$ cat src/rtl/lap_stopwatch_pkg.sv
//==============================================================================
// Module : lap_stopwatch_pkg
// Brief  : Digit-base limits, mode encoding and BCD pair sanitiser.
// Rev    : 1.0
//==============================================================================
`default_nettype none

package lap_stopwatch_pkg;

    localparam int CS_MAX  = 99;
    localparam int SEC_MAX = 59;
    localparam int MIN_MAX = 59;
    localparam int HR_MAX  = 99;

    localparam logic MODE_UP   = 1'b0;
    localparam logic MODE_DOWN = 1'b1;

    // Pair index 0 is centiseconds, then seconds, minutes, hours.
    function automatic int pair_max(input int idx);
        case (idx)
            0:       return CS_MAX;
            1:       return SEC_MAX;
            2:       return MIN_MAX;
            default: return HR_MAX;
        endcase
    endfunction

    // A tens digit beyond the base saturates the whole pair to its maximum.
    function automatic logic [7:0] sanitize_pair(input logic [7:0] pair, input int lim);
        logic [3:0] tens;
        logic [3:0] units;
        tens  = pair[7:4];
        units = pair[3:0];
        if (tens > 4'(lim / 10)) begin
            return {4'(lim / 10), 4'(lim % 10)};
        end
        if (units > 4'd9) begin
            units = 4'd9;
        end
        return {tens, units};
    endfunction

endpackage

`default_nettype wire

$ cat src/rtl/lap_stopwatch_bcd_pair_counter.sv
//==============================================================================
// Module : bcd_pair_counter
// Brief  : Two-digit BCD up/down counter wrapping at MAX with ripple outputs.
// Rev    : 1.0
//==============================================================================
`default_nettype none

module bcd_pair_counter
    import lap_stopwatch_pkg::*;
#(
    parameter int MAX = 99
) (
    input  logic       clk,
    input  logic       rst_n,
    input  logic       en,
    input  logic       dir,
    input  logic       load,
    input  logic [7:0] load_val,
    output logic [7:0] value,
    output logic       carry_out,
    output logic       borrow_out
);

    localparam logic [7:0] C_MAX_BCD = {4'(MAX / 10), 4'(MAX % 10)};

    logic [7:0] value_q;
    logic [7:0] value_d;

    always_comb begin
        value_d = value_q;
        if (load) begin
            value_d = sanitize_pair(load_val, MAX);
        end else if (en) begin
            if (dir == MODE_UP) begin
                if (value_q == C_MAX_BCD) begin
                    value_d = 8'h00;
                end else if (value_q[3:0] == 4'd9) begin
                    value_d = {value_q[7:4] + 4'd1, 4'd0};
                end else begin
                    value_d = {value_q[7:4], value_q[3:0] + 4'd1};
                end
            end else begin
                if (value_q == 8'h00) begin
                    value_d = C_MAX_BCD;
                end else if (value_q[3:0] == 4'd0) begin
                    value_d = {value_q[7:4] - 4'd1, 4'd9};
                end else begin
                    value_d = {value_q[7:4], value_q[3:0] - 4'd1};
                end
            end
        end
    end

    always_ff @(posedge clk or negedge rst_n) begin
        if (!rst_n) begin
            value_q <= 8'h00;
        end else begin
            value_q <= value_d;
        end
    end

    assign value      = value_q;
    assign carry_out  = en && (dir == MODE_UP)   && (value_q == C_MAX_BCD);
    assign borrow_out = en && (dir == MODE_DOWN) && (value_q == 8'h00);

endmodule

`default_nettype wire

$ cat src/rtl/lap_stopwatch.sv
//==============================================================================
// Module : lap_stopwatch
// Brief  : Up/down BCD stopwatch with preset load and circular lap buffer.
// Rev    : 1.0
//==============================================================================
`default_nettype none

module lap_stopwatch
    import lap_stopwatch_pkg::*;
#(
    parameter int CLK_FREQ   = 50_000_000,
    parameter int TICK_HZ    = 100,
    parameter int NUM_DIGITS = 8,
    parameter int LAP_DEPTH  = 4
) (
    input  logic                             clk,
    input  logic                             rst_n,
    input  logic                             start,
    input  logic                             clear,
    input  logic                             mode,
    input  logic                             load,
    input  logic [4*NUM_DIGITS-1:0]          preset_data,
    input  logic                             lap,
    input  logic                             lap_pop,
    output logic [4*NUM_DIGITS-1:0]          time_data,
    output logic                             running,
    output logic                             done,
    output logic [4*NUM_DIGITS-1:0]          lap_data,
    output logic [$clog2(LAP_DEPTH+1)-1:0]   lap_cnt,
    output logic                             lap_empty,
    output logic                             lap_full,
    output logic                             lap_ovf
);

    localparam int C_DIV     = CLK_FREQ / TICK_HZ;
    localparam int C_PRESC_W = (C_DIV > 1) ? $clog2(C_DIV) : 1;
    localparam int C_PAIRS   = NUM_DIGITS / 2;
    localparam int C_TW      = 4 * NUM_DIGITS;
    localparam int C_PTR_W   = $clog2(LAP_DEPTH);
    localparam int C_CNT_W   = $clog2(LAP_DEPTH + 1);

    localparam logic [C_PRESC_W-1:0] C_PRESC_MAX = C_PRESC_W'(C_DIV - 1);
    localparam logic [C_TW-1:0]      C_TIME_ONE  = C_TW'(1);
    localparam logic [C_PTR_W-1:0]   C_PTR_LAST  = C_PTR_W'(LAP_DEPTH - 1);
    localparam logic [C_CNT_W-1:0]   C_CNT_FULL  = C_CNT_W'(LAP_DEPTH);

    logic [C_PRESC_W-1:0] presc_q, presc_d;
    logic                 halted_q, halted_d;
    logic                 mode_q;
    logic                 done_q;
    logic                 running_q;

    logic                 w_count_en;
    logic                 w_tick;
    logic                 w_reach_zero;
    logic                 w_load_pair;
    logic [C_TW-1:0]      w_load_val;
    logic [C_PAIRS:0]     w_ripple;
    logic                 w_unused_top_ripple;

    always_comb begin
        w_count_en   = start && !halted_q;
        // A countdown sitting at zero never ticks, so no wrap to all-nines.
        w_tick       = w_count_en && (presc_q == C_PRESC_MAX) && !clear && !load &&
                       !((mode == MODE_DOWN) && (time_data == '0));
        w_reach_zero = w_tick && (mode == MODE_DOWN) && (time_data == C_TIME_ONE);

        presc_d = presc_q;
        if (clear || load) begin
            presc_d = '0;
        end else if (w_count_en) begin
            presc_d = (presc_q == C_PRESC_MAX) ? '0 : presc_q + 1'b1;
        end

        halted_d = halted_q;
        if (clear || load || (mode != mode_q)) begin
            halted_d = 1'b0;
        end else if (w_reach_zero) begin
            halted_d = 1'b1;
        end
    end

    always_ff @(posedge clk or negedge rst_n) begin
        if (!rst_n) begin
            presc_q   <= '0;
            halted_q  <= 1'b0;
            mode_q    <= MODE_UP;
            done_q    <= 1'b0;
            running_q <= 1'b0;
        end else begin
            presc_q   <= presc_d;
            halted_q  <= halted_d;
            mode_q    <= mode;
            done_q    <= w_reach_zero;
            running_q <= start && !halted_d;
        end
    end

    // Clear reuses the pair load path with a zero value.
    assign w_load_pair = clear || load;
    assign w_load_val  = clear ? '0 : preset_data;
    assign w_ripple[0] = w_tick;

    generate
        for (genvar i = 0; i < C_PAIRS; i++) begin : g_pair
            logic w_carry;
            logic w_borrow;

            bcd_pair_counter #(
                .MAX (pair_max(i))
            ) u_pair (
                .clk        (clk),
                .rst_n      (rst_n),
                .en         (w_ripple[i]),
                .dir        (mode),
                .load       (w_load_pair),
                .load_val   (w_load_val[8*i +: 8]),
                .value      (time_data[8*i +: 8]),
                .carry_out  (w_carry),
                .borrow_out (w_borrow)
            );

            assign w_ripple[i+1] = w_carry || w_borrow;
        end
    endgenerate

    assign w_unused_top_ripple = w_ripple[C_PAIRS];

    logic [C_TW-1:0]    lap_mem_q [LAP_DEPTH];
    logic [C_PTR_W-1:0] wr_ptr_q, rd_ptr_q;
    logic [C_CNT_W-1:0] lap_cnt_q;
    logic               lap_ovf_q;
    logic               w_push;
    logic               w_pop;
    logic               w_empty;
    logic               w_full;

    function automatic logic [C_PTR_W-1:0] next_ptr(input logic [C_PTR_W-1:0] p);
        return (p == C_PTR_LAST) ? '0 : p + 1'b1;
    endfunction

    assign w_empty = (lap_cnt_q == '0);
    assign w_full  = (lap_cnt_q == C_CNT_FULL);
    assign w_push  = lap && !clear;
    assign w_pop   = lap_pop && !clear && !w_empty;

    always_ff @(posedge clk) begin
        if (w_push) begin
            lap_mem_q[wr_ptr_q] <= time_data;
        end
    end

    always_ff @(posedge clk or negedge rst_n) begin
        if (!rst_n) begin
            wr_ptr_q  <= '0;
            rd_ptr_q  <= '0;
            lap_cnt_q <= '0;
            lap_ovf_q <= 1'b0;
        end else if (clear) begin
            wr_ptr_q  <= '0;
            rd_ptr_q  <= '0;
            lap_cnt_q <= '0;
            lap_ovf_q <= 1'b0;
        end else if (w_push) begin
            wr_ptr_q <= next_ptr(wr_ptr_q);
            if (w_pop) begin
                rd_ptr_q <= next_ptr(rd_ptr_q);
            end else if (w_full) begin
                rd_ptr_q  <= next_ptr(rd_ptr_q);
                lap_ovf_q <= 1'b1;
            end else begin
                lap_cnt_q <= lap_cnt_q + 1'b1;
            end
        end else if (w_pop) begin
            rd_ptr_q  <= next_ptr(rd_ptr_q);
            lap_cnt_q <= lap_cnt_q - 1'b1;
        end
    end

    assign running   = running_q;
    assign done      = done_q;
    assign lap_data  = w_empty ? '0 : lap_mem_q[rd_ptr_q];
    assign lap_cnt   = lap_cnt_q;
    assign lap_empty = w_empty;
    assign lap_full  = w_full;
    assign lap_ovf   = lap_ovf_q;

endmodule

`default_nettype wire

$ cat config.mk
export PLATFORM = sky130hd
export DESIGN_NAME = lap_stopwatch
export DESIGN_NICKNAME = d
export VERILOG_FILES = /design/src/rtl/lap_stopwatch_pkg.sv /design/src/rtl/lap_stopwatch_bcd_pair_counter.sv /design/src/rtl/lap_stopwatch.sv
export SDC_FILE = /design/constraint.sdc
export NUM_CORES = 1
export LEC_CHECK = 0
export BUFFER_PORTS_ARGS = -buffer_cell sky130_fd_sc_hd__buf_2
export CAP_MARGIN = 40
export CELL_PAD_IN_SITES_DETAIL_PLACEMENT = 1
export CELL_PAD_IN_SITES_GLOBAL_PLACEMENT = 2
export CORE_MARGIN = 1.5
export CORE_UTILIZATION = 36
export CTS_BUF_LIST = sky130_fd_sc_hd__clkbuf_4 sky130_fd_sc_hd__clkbuf_8 sky130_fd_sc_hd__clkbuf_16
export DETAILED_ROUTE_END_ITERATION = 8
export PLACE_DENSITY = 0.72
export SYNTH_ARGS = -nofsm -noshare
export SYNTH_HDL_FRONTEND = slang
export SYNTH_HIERARCHICAL = 1
export SYNTH_SLANG_ARGS = --single-unit
export TNS_END_PERCENT = 1
$ cat constraint.sdc
create_clock -name clk -period 3.8 [get_ports clk]
set_clock_uncertainty 0.15 [all_clocks]
set_input_delay 0.19 -clock clk [delete_from_list [all_inputs] [get_ports clk]]
set_output_delay 0.19 -clock clk [all_outputs]
set_load 0.005 [all_outputs]
After elaboration in Yosys (flattened, before gate mapping)
Memories as Yosys holds them, arrays and structs flattened. Index checks and enable logic that the tools add are counted.

Memories kept: 1. Register bits: 63. RAM bits: 128. Bits in read-only memories: 0. Word-level logic and storage cells: 208. Input port bits: 40. Output and inout port bits: 72. Bits in latches: 0.

Bitwise operators: 1. Magnitude comparators: 8. Shift operators: 0. Add/subtract/negate cells: 21. Reduce and logical (&&, ||, !) cells: 64. $mul: 0. Div/mod/pow operators: 0. Equality and inequality tests: 21. Muxes and demuxes: 75.

Memory list: lap_mem_q (words 4, bits a word 32, read ports 1, clocked after memory_dff 0, write ports 1, RTL line lap_stopwatch.sv:129) `logic [C_TW-1:0] lap_mem_q [LAP_DEPTH];`.

Operator list (number): $mux 8 (36); $mux 32 (2); $mux 19 (3); $add 4x1->4 const B (8); $eq 32x1->1 const B (1); $logic_not 32->1 (1); $logic_not 8->1 (4); $sub 4x1->4 const B (8); $gt 4x4->1 const B (6); $logic_and 1x1->1 (23); $add 19x1->19 const B (1); $eq 19x19->1 const B (1); $mux 2 (9); $reduce_and 3->1 (6); $eq 4x4->1 const B (4); $eq 8x7->1 const B (2); $eq 8x8->1 const B (2); $logic_not 4->1 (4); $mux 1 (16); $mux 4 (4); $ne 4x1->1 const B (4); $reduce_bool 4->1 (4); $mux 3 (5); $reduce_bool 2->1 (7); other kinds (16) (29).

Logic depth before layout (Yosys ltp)
Depth after elaboration: 17. Mapped depth: 22. Gate-level depth less buffers: 18.

Cells and area by module
The synthesis kept the hierarchy.

By module, submodules not included: lap_stopwatch (times used 1, area an instance 6927.9 um2, cells each 460); bcd_pair_counter (g_pair[1].u_pair ...) (times used 2, area an instance 893.4 um2, cells each 112); bcd_pair_counter (g_pair[0].u_pair ...) (times used 2, area an instance 829.5 um2, cells each 96).

Least setup slack after synthesis
OpenSTA, ideal clock, no wires.

Kind: flip-flop to flip-flop. Start: reg presc_q[0]. End: reg g_pair[3].u_pair.value_q[7]. Arrival: 3.732 ns. Setup slack: -0.206 ns. Stages on the path, launching flop included: 21. Buffers on the path: 2. Library setup time: 0.124 ns. Cells stage by stage: dfrtp_1 ha_1 nand4_2 nor4_2 nand3_1 nor2_1 or3b_4 nor3_1 or2_2 buf_2 inv_1 nor3_1 or2_2 buf_2 inv_1 nor3_1 or2_2 or3b_4 a211oi_4 o221ai_1 nor3b_1.

Longest elaborated chain between the ends: 16. Elaborated cells on any way between the ends: 22. Classes of those cells: 1 x eq/ne; 21 x reduce/logical.

Ends and longest elaborated chain: start, declared (RTL line lap_stopwatch.sv:47) `logic [C_PRESC_W-1:0] presc_q, presc_d;`; start signal, assigned (RTL line lap_stopwatch.sv:91) `presc_q <= presc_d;`; $eq 19x19->1 (RTL line lap_stopwatch.sv:64) `w_tick = w_count_en && (presc_q == C_PRESC_MAX) && !clear && !load &&`; $logic_and 1x1->1 (4 in a row) (RTL line lap_stopwatch.sv:64); named net w_ripple[0] (RTL line lap_stopwatch.sv:58) `logic [C_PAIRS:0] w_ripple;`; $logic_and 1x1->1 (2 in a row) (RTL line lap_stopwatch_bcd_pair_counter.sv:63) `assign carry_out = en && (dir == MODE_UP) && (value_q == C_MAX_BCD);`; named net g_pair[0].w_carry (RTL line lap_stopwatch.sv:106) `logic w_carry;`; $logic_or 1x1->1 (RTL line lap_stopwatch.sv:123) `assign w_ripple[i+1] = w_carry || w_borrow;`; named net w_ripple[1] (RTL line lap_stopwatch.sv:58); $logic_and 1x1->1 (2 in a row) (RTL line lap_stopwatch_bcd_pair_counter.sv:64) `assign borrow_out = en && (dir == MODE_DOWN) && (value_q == 8'h00);`; named net g_pair[1].w_borrow (RTL line lap_stopwatch.sv:107) `logic w_borrow;`; $logic_or 1x1->1 (RTL line lap_stopwatch.sv:123); named net w_ripple[2] (RTL line lap_stopwatch.sv:58); $logic_and 1x1->1 (2 in a row) (RTL line lap_stopwatch_bcd_pair_counter.sv:64); named net g_pair[2].w_borrow (RTL line lap_stopwatch.sv:107); $logic_or 1x1->1 (RTL line lap_stopwatch.sv:123); named net w_ripple[3] (RTL line lap_stopwatch.sv:58); $reduce_bool 2->1 (no source line); $reduce_and 3->1 (no source line); end signal, assigned (RTL line lap_stopwatch_bcd_pair_counter.sv:58) `value_q <= value_d;`; end, declared (RTL line lap_stopwatch_bcd_pair_counter.sv:26) `logic [7:0] value_q;`.

The timed path passes the listed nets, and every way through them passes these cells. A chain may end at the register's enable or synchronous reset.

Final worst setup path
Start: reg presc_q[14]. End: reg g_pair[3].u_pair.value_q[7].

The elaborated chain is that of the path after synthesis.

==> results.cfg <==
[run_status]
status = finished clean

[place]
place_area_um2 = 11800
routabilityCongestion = 0.784
dp_cells = 1397
hpwl_um = 19800
pre_cts_ws_ps = -207
portBuffers = 111

[sta]
setup_viol = 0
final.min_clock_period_ps = 3730
slew_headroom_pct = 51.7
rsz0062_at_grt = true
hold_viol = 0
timing.hold.ws_ps = 36.2
tightestPinTransition_ps = 725
drv_slew = 0
worst_slack_ps = 65.2
period_share_pct = 98.3
fin_tns_setup_ps = 0
fmax_mhz = 268

[pwr]
max-vdd-ir-drop_uv = 234
powerDensity_nw_per_um2 = 453
leakage_nw = 4.83
total_power_mw = 5.73

[critical_path]
crit_arrival_ps = 3900
cp_cell_sequence = nor4b_4 > and3_4 > nand3_2 > nor2_2 > or3b_4 > nor3_4 > or2_4 > inv_1 > nor3_2 > or2_4 > inv_2 > nor3_2 > or2_4 > or3b_4 > a211oi_4 > o221ai_1 > nor3b_1
worst_path_max_delay_cell = dfrtp_1
crit_path_max_incr_delay_ps = 420
cp-end-kind = flip-flop
worstPathRequired_ps = 3970
crit_type = flip-flop to flip-flop
cp_max_fo = 3
critPathLaunchType = flip-flop
cpLargestDelayFamily = simple AND/OR/NAND/NOR gates
path_buf_inv = 2
worst_path_most_repeated_cell = or2_4

[floorplan]
die_w_um = 173
die_h_um = 173
coreArea_um2 = 28100
die_area_um2 = 29800
io_pins = 112
num_rows = 61
start_util_pct = 36.9

[final_layout]
syn_to_final_growth_pct = 22.2
n_fill_cell = 3074
drive_above_1_share_pct = 30.3
seq_area_um2 = 5420
multi_input_area_um2 = 4680
fin_cells = 1444
final_area_um2 = 12700
nets = 1120
antenna_cells = 0
final_core_util_pct = 45.1

[drt]
dr.first_iter.drc_count = 421
drt.antenna.violating_nets = 0
vias = 7698
wl_um = 28600
via_per_inst = 5.33
dr.pass1.iters = 5
route.detailed.drc = 0
wl_per_cell_um = 19.8

[grt]
grt_pass1_vias = 8102
grt_pass1_wl_um = 45600
grt-ovfl-total = 0
grt_max_degree = 42
antenna_found_initial = 0
track_usage_pct = 19.5

[job]
max_cap_viol_count = 0

[yosys]
netlist_area_um2 = 10400
synth_area_per_cell_um2 = 11.9
syn_inst = 873
synth_warnings = 6
synth_nets = 940

[cts]
clk_latency_ps = 440
path_clk_slew_ps = 80
htree_levels = 4
tritoncts.num_buffers = 17
cts_buffer_depth = 2
clock_sink_count = 191
cts_tree = yes
root_buffer = clkbuf_16

[hold_path]
hp-class = input port to flip-flop
worst paths after layout:
check | end | cells after the start | startpoint | slack [ps]
setup / recovery | g_pair[3].u_pair/value[7] | 17 | presc_q[14] | 70
hold / removal | g_pair[0].u_pair/value[2] | 3 | preset_data[2] | 40
setup reg to reg | g_pair[3].u_pair/value[7] | 17 | presc_q[14] | 70
hold reg to reg | lap_ovf | 2 | lap_ovf | 360
max in group asynchronous | rd_ptr_q[0] | 4 | rst_n | 2680
min in group asynchronous | halted_q | 3 | rst_n | 110
final cells by class:
type	count	area share [%]
inverters	38	1.13
clock buffers	19	3.53
repair buffers	211	10.8
flip-flops and latches	191	42.8
multi-input cells	594	36.9
clock inverters	13	0.989
well taps	378	3.74
sequential cells by signal (all words and copies together) (netlist names), 2 cells and up:
name                 count
wr_ptr_q                 2
lap_mem_q              128
lap_cnt                  3
presc_q                 19
g_pair.u_pair/value     32
rd_ptr_q                 2
report_power, final:
group	total, mW	leakage (nW)	internal, mW	switching [mW]
Sequential	2.45	1.98	2.33	0.116
Combinational	1.54	2.57	0.735	0.801
Clock	1.74	0.276	0.890	0.853
cells in the final DEF, fill, tap and decap left out, drive strengths merged, types with 6 or more instances in the layout:
| master | instances |
|---|---|
| o21a | 6 |
| clkbuf | 19 |
| ha | 26 |
| dlygate4sd3 | 10 |
| nor2 | 42 |
| nand3b | 15 |
| mux4 | 32 |
| nor4 | 15 |
| o31ai | 7 |
| or2 | 7 |
| or3b | 10 |
| nand4 | 10 |
| dfrtp | 63 |
| nand2 | 45 |
| a21oi | 45 |
| buf | 201 |
| and2 | 8 |
| nand2b | 7 |
| nor3 | 25 |
| o22ai | 8 |
| mux2i | 6 |
| inv | 44 |
| a211oi | 10 |
| xor2 | 11 |
| or3 | 9 |
| a21o | 8 |
| nand3 | 34 |
| nor3b | 8 |
| edfxtp | 128 |
| nor2b | 81 |
| o21ai | 31 |
metal layers:
| metal | up-vias | wire (µm) | GRT usage [%] |
|---|---|---|---|
| met4 | 0 | 367 | 5.04 |
| li1 | 3660 | - | - |
| met3 | 26 | 678 | 2.66 |
| met2 | 113 | 14500 | 34.3 |
| met1 | 3899 | 13100 | 25.4 |
| met5 | - | 0 | 0 |
what timing repair did:
item | 4_1_cts | 5_1_grt
pin swaps | 9 | 8
hold buffers | 10 | 0
resized for setup | 9 | 16
setup endpoints to repair | 4 | 8
gates cloned | 0 | 0
buffers inserted | 3 | 2
endpoints found under the hold margin | 71 | 0
worst min-delay path: stages:
cell       delay, ps
buf_2             90
nor2b_1          130
o2bb2ai_1        150
No activity file was read; power rests on OpenSTA's default activity.
